`config.mk`:
```
export PLATFORM = sky130hd
export DESIGN_NAME = bcd_down_counter
export DESIGN_NICKNAME = d
export VERILOG_FILES = /design/src/rtl/bcd_pkg.sv /design/src/rtl/bcd_down_digit.sv /design/src/rtl/bcd_down_counter.sv
export SDC_FILE = /design/constraint.sdc
export NUM_CORES = 1
export LEC_CHECK = 0
export CELL_PAD_IN_SITES_DETAIL_PLACEMENT = 0
export CELL_PAD_IN_SITES_GLOBAL_PLACEMENT = 2
export CORE_MARGIN = 2
export CORE_UTILIZATION = 24
export DETAILED_ROUTE_END_ITERATION = 8
export PLACE_DENSITY = 0.83
export SYNTH_ARGS = -nofsm -noshare
export SYNTH_HDL_FRONTEND = slang
export SYNTH_SLANG_ARGS = --single-unit
```
`constraint.sdc`:
```
create_clock -name clk -period 3.3 [get_ports clk]
set_clock_uncertainty 0.2 [all_clocks]
set_input_delay 0.66 -clock clk [delete_from_list [all_inputs] [get_ports clk]]
set_output_delay 0.66 -clock clk [all_outputs]
set_load 0.02 [all_outputs]
```
`src/rtl/bcd_pkg.sv`:
```
`default_nettype none
// +------------------------------------------------------------------+
// | Module  : bcd_pkg                                                |
// | Brief   : Shared BCD digit constants and the digit saturation    |
// |           helper for the BCD down counter.                       |
// | Revision: 1.0                                                    |
// +------------------------------------------------------------------+
package bcd_pkg;

   localparam int               DIGIT_W  = 4;
   localparam logic [DIGIT_W-1:0] BCD_MAX  = 4'd9;
   localparam logic [DIGIT_W-1:0] BCD_ZERO = 4'd0;

   // Codes 10..15 are not legal BCD; clamp them to the largest digit.
   function automatic logic [DIGIT_W-1:0] bcd_sat(input logic [DIGIT_W-1:0] v);
      return (v > BCD_MAX) ? BCD_MAX : v;
   endfunction

endpackage
`default_nettype wire

```
`src/rtl/bcd_down_digit.sv`:
```
`default_nettype none
// +------------------------------------------------------------------+
// | Module  : bcd_down_digit                                         |
// | Brief   : One BCD digit register with load, decrement and a      |
// |           borrow-chain output to the next more-significant digit.|
// | Revision: 1.0                                                    |
// +------------------------------------------------------------------+
module bcd_down_digit
   import bcd_pkg::*;
(
   input  logic               clk,
   input  logic               clr,
   input  logic               load,
   input  logic [DIGIT_W-1:0] load_d,
   input  logic               dec_in,
   output logic [DIGIT_W-1:0] d,
   output logic               dig_zero,
   output logic               dec_out
);

   assign dig_zero = (d == BCD_ZERO);
   assign dec_out  = dec_in & dig_zero;

   always_ff @(posedge clk or negedge clr) begin
      if (!clr) begin
         d <= BCD_ZERO;
      end else if (load) begin
         d <= bcd_sat(load_d);
      end else if (dec_in) begin
         d <= dig_zero ? BCD_MAX : d - 4'd1;
      end
   end

endmodule
`default_nettype wire

```
`src/rtl/bcd_down_counter.sv`:
```
`default_nettype none
// +------------------------------------------------------------------+
// | Module  : bcd_down_counter                                       |
// | Brief   : Cascadable DIGITS-digit BCD down counter with load,    |
// |           zero and borrow. Define BCD_DOWN_AUTORELOAD_EN to      |
// |           reload load_val instead of wrapping to all nines.      |
// | Revision: 1.0                                                    |
// +------------------------------------------------------------------+
module bcd_down_counter
   import bcd_pkg::*;
#(
   parameter int DIGITS = 2
)(
   input  logic                      clk,
   input  logic                      clr,
   input  logic                      en,
   input  logic                      load,
   input  logic [DIGIT_W*DIGITS-1:0] load_val,
   output logic [DIGIT_W*DIGITS-1:0] q,
   output logic                      zero,
   output logic                      borrow
);

   logic [DIGITS:0]   w_dec;
   logic [DIGITS-1:0] w_dig_zero;
   logic              w_load;

   // Top of the borrow chain is en with every digit at zero.
   assign w_dec[0] = en;
   assign zero     = &w_dig_zero;
   assign borrow   = w_dec[DIGITS] & ~load & clr;

`ifdef BCD_DOWN_AUTORELOAD_EN
   assign w_load = load | w_dec[DIGITS];
`else
   assign w_load = load;
`endif

   generate
      for (genvar i = 0; i < DIGITS; i++) begin : g_digit
         bcd_down_digit u_digit (
            .clk      (clk),
            .clr      (clr),
            .load     (w_load),
            .load_d   (load_val[i*DIGIT_W +: DIGIT_W]),
            .dec_in   (w_dec[i]),
            .d        (q[i*DIGIT_W +: DIGIT_W]),
            .dig_zero (w_dig_zero[i]),
            .dec_out  (w_dec[i+1])
         );
      end
   endgenerate

endmodule
`default_nettype wire
```
Word level (Yosys, flattened, before mapping)
Cells that the tools add are included. Widths: inputs -> output; s select.

Output and inout port bits: 10. Register bits: 8.

Bitwise gates (word level): 5. Magnitude comparators: 2. Reduce and logical (&&, ||, !) cells: 5. Multiplexer cells: 8. Add/sub/neg operators: 2.

Operators with widths (number): $mux 4 (8); $gt 4x4->1 const B (2); $logic_not 4->1 (2); $sub 4x1->4 const B (2); $and 1x1->1 (4); $reduce_bool 2->1 (2); $reduce_and 2->1 (1); $not 1->1 (1).

Longest topological paths before layout
Depth after elaboration: 5. Depth in mapped cells: 5.

Cells and area by module
From an unflattened synthesis, not the netlist that was laid out.

Cells, all modules: 50. Area, all modules: 500.5 sq um.

Modules (own cells, without submodules): bcd_down_digit (times used 2, cells an instance 24, area an instance 242.7 sq um); bcd_down_counter (times used 1, cells an instance 2, area an instance 15.0 sq um).

Worst setup path after synthesis
No wires, ideal clock.

Path kind: reg-to-output. Start: register g_digit[0].u_digit.d[2]. End: output zero. Data arrival time: 1.808 ns. Cell stages (with the launch flop): 3. Setup slack: 0.632 ns. Cells stage by stage: dfrtp_1 > or4_4 > nor4b_1.

Word-level cells in the longest chain between the ends: 2.

Ends and longest elaborated chain: start: declaration (RTL line bcd_down_digit.sv:16) `output logic [DIGIT_W-1:0] d,`; start signal: assignment (RTL line bcd_down_digit.sv:28) `d <= bcd_sat(load_d);`; start signal: assignment (RTL line bcd_down_digit.sv:30) `d <= dig_zero ? BCD_MAX : d - 4'd1;`; $logic_not 4->1 (RTL line bcd_down_digit.sv:21) `assign dig_zero = (d == BCD_ZERO);`; $reduce_and 2->1 (RTL line bcd_down_counter.sv:30) `assign zero = &w_dig_zero;`; end: declaration (RTL line bcd_down_counter.sv:20) `output logic zero,`.

No other way between the ends.

Worst setup path after layout
Start: input en. End: output borrow.

Word-level cells in the longest chain between the ends: 4.

Ends and longest elaborated chain: start: declaration (RTL line bcd_down_counter.sv:16) `input logic en,`; $and 1x1->1 (2 in series) (RTL line bcd_down_digit.sv:22) `assign dec_out = dec_in & dig_zero;`; $and 1x1->1 (2 in series) (RTL line bcd_down_counter.sv:31) `assign borrow = w_dec[DIGITS] & ~load & clr;`; end: declaration (RTL line bcd_down_counter.sv:21) `output logic borrow`.

No other way between the ends.

==> metrics.csv <==
metric,value,unit
outcome,"finished, final reports clean",
Residual DRC,0,
hold path startpoint,g_digit[1].u_digit.d[3]$_DFFE_PN0P_,
crit path DAT,2.29,ns
R2R Path Start,g_digit[0].u_digit.d[1]$_DFFE_PN0P_,
final setup fails,0,
# clock sinks,8,
post-layout util,0.402,
slew at the pin closest to its max-slew limit,0.279,ns
cell area after layout,788,µm²
post-synthesis cell area,500,µm²
RR Endpoint,g_digit[1].u_digit.d[0]$_DFFE_PN0P_,
worst rel slew slack,0.814,
Antenna Nets Post-Route,0,
chip width,49.7,µm
Worst path slowest cell,clkdlybuf4s50_1,
# port buffers,21,
final net count,95,
Die Span Y,49.7,µm
Syn Inst Count,54,
vias in the first global route,446,
WS Path Type,input pin to output pin,
Area after DPL,767,µm²
core area,1960,µm²
CP required,2.44,ns
CTS Hold Bufs,0,
register bit count reported by yosys,8,
Worst path top cell family by delay,simple AND/OR/NAND/NOR gates,
Largest Register,g_digit.u_digit.d,
H-tree levels,1,
Clock Tree Buf Depth,2,
CP max FO,2,
DRT iter0 DRCs,6,
CP Cell Sequence,"clkdlybuf4s50_1, or3b_1, or2_1, and4b_1, dlygate4sd2_1",
Worst R2R Path Depth,4,
Largest register FFs,8,
Synth cell types,26,
"slowest stage delay, CP",0.47,ns
pwr/cell area,385,nW/µm²
worst-skew pair later-pin latency,0.25,ns
final cell count without fillers,108,
Setup TNS,0,ns
CTS tree,yes,
Vias/cell,4.56,
average size of a mapped cell,9.27,µm²
CP Buf/Inv Count,2,
register area share after synthesis,0.400,
HP Class,register to register,
Inst Count DP,105,
synth warn,0,
"setup slack, reg-to-reg",1.48,ns
CP Capture Type,output pin,
DR pass1 iterations,4,
Routed WL,1220,µm
initial antenna violation count,0,
hold depth,2,
grt total ovfl,0,
final hold vios,0,
clk slew on worst S/H paths,0.06,ns
final worst path period share,0.956,
Leak Pwr,0.306,nW
DR WL/cell,11.3,µm
GPL Wtd Cong,0.699,
total chip power,0.303,mW
io pins,22,
global-route wire length before repair,1910,µm
critical path startpoint category,input pin,
Max Cap Viol,0,
clk root buf,clkbuf_4,
total nets after synthesis,66,
Detailed Place HPWL,950,µm
Max Slew Vio Count,0,
Resized cells post-CTS,1,
RSZ-0062 raised after global routing,false,
CTS buffer count,3,
antenna cell count,0,
share of post-route cells with drive strength above 1,0.148,
vias,492,
die area,2470,µm²
cell row count,16,
"Setup Fix Bufs, Post-CTS",0,
Largest regs,g_digit.u_digit.d: 8 flops,
Starting Density,0.255,
largest net degree at the start of global routing,11,
area delta synth->final,57.5,%
Fmax,317,MHz
worst-case vdd ir drop,0.000128,V
total global-route track usage,0.104,
fin crit period,3.15,ns
Worst Hold Path EP,g_digit[1].u_digit.d[3]$_DFFE_PN0P_,
==> synthesized netlist by cell type <==
| library cell | count | share of area |
|---|---|---|
| nor3_2 | 1 | 0.020 |
| o21a_1 | 1 | 0.015 |
| nand2_1 | 3 | 0.022 |
| nor2_1 | 5 | 0.038 |
| nand2b_1 | 1 | 0.013 |
| o31a_2 | 1 | 0.020 |
| nor3_1 | 1 | 0.010 |
| xnor2_1 | 3 | 0.053 |
| or3b_1 | 1 | 0.018 |
| clkbuf_1 | 1 | 0.0075 |
| or4_4 | 1 | 0.022 |
| nor4_4 | 1 | 0.042 |
| o21ai_0 | 6 | 0.060 |
| nor3b_1 | 1 | 0.015 |
| inv_1 | 3 | 0.022 |
| nor4b_1 | 1 | 0.018 |
| o21ai_1 | 1 | 0.010 |
| nor4_1 | 1 | 0.013 |
| and4b_1 | 1 | 0.020 |
| or2_1 | 1 | 0.013 |
| nand3b_1 | 2 | 0.030 |
| buf_6 | 1 | 0.022 |
| dfrtp_1 | 8 | 0.40 |
| o31a_1 | 1 | 0.018 |
| mux2i_1 | 1 | 0.020 |
| a21oi_1 | 6 | 0.060 |
==> cells in the final DEF, fill, tap and decap left out, drive strengths merged <==
master and n:
o21a 1, mux2i 1, nor4b 1, and4b 1, nand3b 2, nand2 3, nor3 2, o31a 2
o21ai 7, nor2 5, nor4 2, a21oi 6, buf 5, nor3b 1, xnor2 3, dlygate4sd2 1
clkdlybuf4s50 20, nand2b 1, or2 1, dfrtp 8, clkbuf 3, or4 1, or3b 1, inv 3
==> worst min-delay path, delay by kind of cell, from the launching register on <==
family / cells / cell delay (ns)
XOR/XNOR: 1 / 0.13
flip-flops: 1 / 0.39
AO/OA/AOI/OAI: 1 / 0.05
==> worst max-delay path by stage <==
stage | slack [ns] | cells past startpoint | endpoint | from
3_3_place_gp | -0.12 | 5 | borrow | en
5_1_grt | 0.07 | 5 | borrow | en
3_5_place_dp | -0.13 | 5 | borrow | en
6_report | 0.15 | 5 | borrow | en
4_1_cts | 0.14 | 5 | borrow | en
2_1_floorplan | 0.63 | 2 | zero | g_digit[0].u_digit.d[2]$_DFFE_PN0P_
==> cell families after synthesis <==
kind of cell,share of synthesized area
multiplexers,0.0200
XOR/XNOR,0.0525
flip-flops,0.400
AND/OR/NAND/NOR,0.293
AO/OA/AOI/OAI,0.183
buffers and inverters,0.0525
==> through the flow <==
step                      hold slack (ns)  worst slack, ns
after floorplan                     0.164            0.632
after global routing                0.467           0.0703
after detailed placement            0.410           -0.126
after CTS                           0.422            0.140
after global placement              0.407           -0.125
final                               0.414            0.147
==> per-layer routing <==
layer | vias up | part of all wire | GRT usage
met2 | 13 | 0.44 | 0.158
met5 | - | 0 | 0
li1 | 250 | - | -
met3 | 4 | 0.041 | 0.0212
met1 | 225 | 0.48 | 0.122
met4 | 0 | 0.032 | 0.0972
==> cell type report <==
class / instances / area [µm²]
timing repair buffer: 26 / 246
fill: 222 / 1170
multi-input combinational: 41 / 274
clock buffer: 3 / 22.5
tap: 27 / 33.8
inverter: 3 / 11.3
sequential: 8 / 200
==> where the power goes <==
part / internal [mW] / total (mW) / switching, mW
combinational: 0.0550 / 0.101 / 0.0465
clock: 0.0418 / 0.0773 / 0.0355
sequential: 0.109 / 0.125 / 0.0155
total: 0.206 / 0.303 / 0.0975
Power figures use the tool's default switching activity.
